--- src/rtl/alu_pkg.sv ---
// Shared definitions for the ALU datapath and its iterative controller.
// The function codes are the board-level encoding used by the command registers.
package alu_pkg;

  localparam int ALU_OP_W = 3;

  localparam logic [ALU_OP_W-1:0] ALU_ADD = 3'd0;
  localparam logic [ALU_OP_W-1:0] ALU_SUB = 3'd1;
  localparam logic [ALU_OP_W-1:0] ALU_AND = 3'd2;
  localparam logic [ALU_OP_W-1:0] ALU_OR  = 3'd3;
  localparam logic [ALU_OP_W-1:0] ALU_XOR = 3'd4;

  typedef enum logic [1:0] {
    S_IDLE = 2'd0,
    S_RUN  = 2'd1,
    S_DONE = 2'd2
  } seq_state_e;

endpackage : alu_pkg

--- src/rtl/alu.sv ---
// Combinational W-bit ALU shared by the board datapath and the sequencer.
// Arithmetic wraps modulo 2^W; codes outside the defined set yield zero.
module alu
  import alu_pkg::*;
#(
  parameter int W = 6
) (
  input  logic [W-1:0]        a,
  input  logic [W-1:0]        b,
  input  logic [ALU_OP_W-1:0] op,
  output logic [W-1:0]        y
);

  always_comb begin
    y = '0;
    unique case (op)
      ALU_ADD: y = a + b;
      ALU_SUB: y = a - b;
      ALU_AND: y = a & b;
      ALU_OR:  y = a | b;
      ALU_XOR: y = a ^ b;
      default: y = '0;
    endcase
  end

endmodule : alu

--- src/rtl/alu_seq.sv ---
// Iterative controller: loads opa into the accumulator, then applies acc <= acc OP opb
// for n cycles, with a start/busy/done handshake around the shared alu.
module alu_seq
  import alu_pkg::*;
#(
  parameter int W  = 6,
  parameter int CW = 4
) (
  input  logic                clk,
  input  logic                rstn,
  input  logic                start,
  input  logic [ALU_OP_W-1:0] op,
  input  logic [W-1:0]        opa,
  input  logic [W-1:0]        opb,
  input  logic [CW-1:0]       n,
  output logic                busy,
  output logic                done,
  output logic [W-1:0]        result,
  output logic                zero,
  output logic [CW-1:0]       iter
);

  seq_state_e          state;
  logic [ALU_OP_W-1:0] op_q;
  logic [W-1:0]        opb_q;
  logic [CW-1:0]       n_q;
  logic [W-1:0]        acc;
  logic [CW-1:0]       iter_q;
  logic                busy_q;
  logic                done_q;
  logic [W-1:0]        alu_y;

  alu #(
    .W(W)
  ) u_alu (
    .a (acc),
    .b (opb_q),
    .op(op_q),
    .y (alu_y)
  );

  // Only the latched command copies feed the datapath, so the upstream
  // registers are free to change once the start edge has been taken.
  always_ff @(posedge clk or negedge rstn) begin
    if (!rstn) begin
      state  <= S_IDLE;
      op_q   <= '0;
      opb_q  <= '0;
      n_q    <= '0;
      acc    <= '0;
      iter_q <= '0;
      busy_q <= 1'b0;
      done_q <= 1'b0;
    end else begin
      unique case (state)
        S_IDLE: begin
          if (start) begin
            op_q   <= op;
            opb_q  <= opb;
            n_q    <= n;
            acc    <= opa;
            iter_q <= '0;
            if (n == '0) begin
              state  <= S_DONE;
              done_q <= 1'b1;
            end else begin
              state  <= S_RUN;
              busy_q <= 1'b1;
            end
          end
        end
        S_RUN: begin
          acc    <= alu_y;
          iter_q <= iter_q + CW'(1);
          if (iter_q == n_q - CW'(1)) begin
            state  <= S_DONE;
            busy_q <= 1'b0;
            done_q <= 1'b1;
          end
        end
        S_DONE: begin
          state  <= S_IDLE;
          done_q <= 1'b0;
        end
        default: begin
          state  <= S_IDLE;
          busy_q <= 1'b0;
          done_q <= 1'b0;
        end
      endcase
    end
  end

  assign busy   = busy_q;
  assign done   = done_q;
  assign result = acc;
  assign zero   = (acc == '0);
  assign iter   = iter_q;

endmodule : alu_seq

--- config.mk ---
export PLATFORM = sky130hd
export DESIGN_NAME = alu_seq
export DESIGN_NICKNAME = d
export VERILOG_FILES = /design/src/rtl/alu_pkg.sv /design/src/rtl/alu.sv /design/src/rtl/alu_seq.sv
export SDC_FILE = /design/constraint.sdc
export NUM_CORES = 1
export LEC_CHECK = 0
export ABC_CLOCK_PERIOD_IN_PS = 4200
export CAP_MARGIN = 5
export CORE_ASPECT_RATIO = 1.25
export CORE_MARGIN = 2
export CORE_UTILIZATION = 50
export DETAILED_ROUTE_END_ITERATION = 10
export PLACE_DENSITY = 0.79
export SYNTH_ARGS = -nofsm -noshare
export SYNTH_HDL_FRONTEND = slang
export SYNTH_SLANG_ARGS = --single-unit
--- constraint.sdc ---
create_clock -name clk -period 4.2 [get_ports clk]
set_clock_uncertainty 0.15 [all_clocks]
set_input_delay 0.84 -clock clk [delete_from_list [all_inputs] [get_ports clk]]
set_output_delay 0.84 -clock clk [all_outputs]
set_load 0.05 [all_outputs]
==> key figures <==
Outcome
  • Outcome: finished, final reports clean

Detailed routing
  • DRT antenna net count: 0
  • Final WL: 4680 um
  • Drt via density: 5.54
  • Vias: 1735
  • 1st-iter DRT viols: 103
  • Routed length per instance: 14.9 um
  • Pre-Repair DR Iteration Count: 4
  • DRC violations left: 0

Worst setup path
  • Crit Path Category: flip-flop to flip-flop
  • CP Data Required Time: 4.27 ns
  • Register-to-register setup slack: 1.11 ns
  • Crit path from: op_q[0]
  • Critical R2R Launch: op_q[0]
  • CP endpoint kind: flip-flop
  • Reg2reg path depth: 8
  • Critical path launch point type: flip-flop
  • Max FO, Critical Path: 14
  • Crit path DAT: 3.16 ns

Clocking
  • Clk root buf: clkbuf_8
  • Skew-Pair Late Insertion Delay: 0.27 ns
  • CTS buffer count: 3
  • H-tree levels: 1
  • Cts repair resizes: 0
  • CTS Hold Buffers Added: 0
  • TritonCTS Sinks: 27
  • Post-CTS Setup Inserts: 0
  • CTS tree: yes
  • Clock slew at reported path FFs: 0.09 ns
  • Clk buf depth: 2

Global route
  • Overall routing resource usage: 22.6%
  • Largest net degree at the start of global routing: 28
  • Vias in the first global route: 1733
  • Initial antenna violation count: 0
  • Gr ovfl total: 0
  • First-pass GRT wire length: 7660 um

Floorplan
  • Initial Util: 52.4%
  • Die Ht: 74.4 um
  • Die width: 60.3 um
  • # rows: 25
  • Core ar.: 3780 um2
  • Die area: 4490 um2
  • Ports: 35

Layout
  • Final nets: 303
  • Area growth syn-to-layout: 21.5%
  • Layout cell share with drive strength beyond 1: 4.25%
  • Filler cells: 334
  • Antenna cell count: 0
  • Cell Count, Final, Fillers Out: 313

STA
  • Setup violation total in the final timing report: 0
  • Slew Viols, Final: 0
  • Worst-Margin Slew: 0.658 ns
  • Fin crit period: 3.09 ns
  • Period utilisation layout: 73.6%
  • Hold Vio Cnt, Final: 0
  • RSZ-0062 raised after global routing: no
  • Setup tns final: 0 ns
  • Worst relative slew slack: 55.7%
  • Fmax: 0.324 GHz

Yosys
  • Synth top area share: 34.1%
  • Syn avg cell area: 8.70 um2
  • Synth area leader: dfrtp_1
  • Synthesized instance count: 228
  • Sequential fraction of the synthesis area: 34.1%
  • Most common flop cell mapped by yosys: dfrtp_1
  • EDFF count, synth: 0
  • Top cells by instance count after synthesis: nand2_1 (31), dfrtp_1 (27), o21ai_0 (25)
  • Synth Cell Area: 1980 um2
  • Top post-synthesis cells by area: dfrtp_1 (34%), ha_1 (13%), o21ai_0 (6.3%)
  • Number of synthesized register bits: 27
  • Most common cell in the netlist: nand2_1
  • Async S/R FF share, synth: 100%
  • Synthesized Nets: 271
  • Unique masters post-synth: 44
  • Ys Warns: 0

Placement
  • DP Cell Count: 309
  • Final Wtd Congestion: 0.880
  • Detailed Place HPWL: 3530 um
  • Port Buffers: 34

Hold path
  • Hold depth: 2
  • Hold crit path type: flip-flop to flip-flop
  • Hold wc startpoint: done

Run
  • Max Cap Viol: 0
[placed cells by master (no fill, tap or decap), types with 2 or more instances in the layout]
cell type | synthesis | final
o21ai_0 | 25 | 25
o31a_1 | 2 | 2
nand2_1 | 31 | 31
o21a_1 | 2 | 2
nor2_1 | 14 | 14
dfrtp_1 | 27 | 27
clkbuf_8 | 0 | 3
nand2b_1 | 4 | 4
xor2_1 | 2 | 2
a31oi_1 | 5 | 5
a21oi_1 | 6 | 6
mux2i_1 | 5 | 5
inv_1 | 20 | 20
xnor2_1 | 10 | 10
buf_4 | 0 | 2
nand3_1 | 6 | 6
nor2b_1 | 6 | 6
a211oi_1 | 2 | 2
nand4_1 | 2 | 2
nor3_1 | 5 | 5
ha_1 | 20 | 20
o211ai_1 | 3 | 3
nor4_1 | 2 | 2
or4b_1 | 2 | 2
clkdlybuf4s50_1 | 0 | 34
[logic make-up (layout without fill, tap and decap cells)]
group	count (synthesis)	in the layout	share of synthesized area (%)
fa+ha+maj	21	21	13.6
buf+inv	29	60	5.93
simple gates	76	76	18.4
xor+xnor	12	12	5.30
mux	6	6	3.09
compound gates	57	57	19.6
flops	27	27	34.1
[registers in the layout (all words and copies together) (netlist names)]
register / cells
iter: 4
done: 1
op_q: 3
opb_q: 6
n_q: 4
result: 6
busy: 1
state: 2
[worst max-delay path, cell delays in order (launching register included)]
cell	delay (ns)
dfrtp_1	0.64
nor3b_2	0.39
mux2_2	0.41
inv_1	0.08
ha_1	0.22
nor2b_1	0.15
o31a_1	0.26
a2111oi_0	0.46
o221a_2	0.28
[metrics by stage]
stage	hold slack (ns)	instance area, um2	util, %	worst slack [ns]
4_1_cts	0.382	2410	63.6	1.13
6_report	0.376	2410	63.6	1.11
2_1_floorplan	0.317	1980	-	1.26
3_5_place_dp	0.359	2360	62.4	1.18
3_3_place_gp	0.343	2360	62.4	1.30
5_1_grt	0.403	2410	63.6	0.856
[final timing paths]
path | to
setup / recovery | result[3]
hold / removal | done
setup reg to reg | result[3]
hold reg to reg | done
max in group asynchronous | opb_q[0]
min in group asynchronous | iter[0]
[area by class of cell]
cell class	count	area [um2]	share of cell area (%)
repair buffers	36	355	14.8
clock buffers	4	45.0	1.87
flip-flops and latches	27	676	28.1
multi-input cells	172	1190	49.4
well taps	54	67.6	2.81
inverters	20	75.1	3.12
[per-layer routing]
layer | track usage, % | part of all wire [%]
met5 | 0 | 0
met4 | 7.16 | 1.3
met3 | 2.61 | 4.4
met2 | 41.7 | 51
met1 | 26.9 | 43
Power is left out: the tool's default activity adds up to more than one toggle a clock period on the data nets, which glitch-free logic cannot reach.
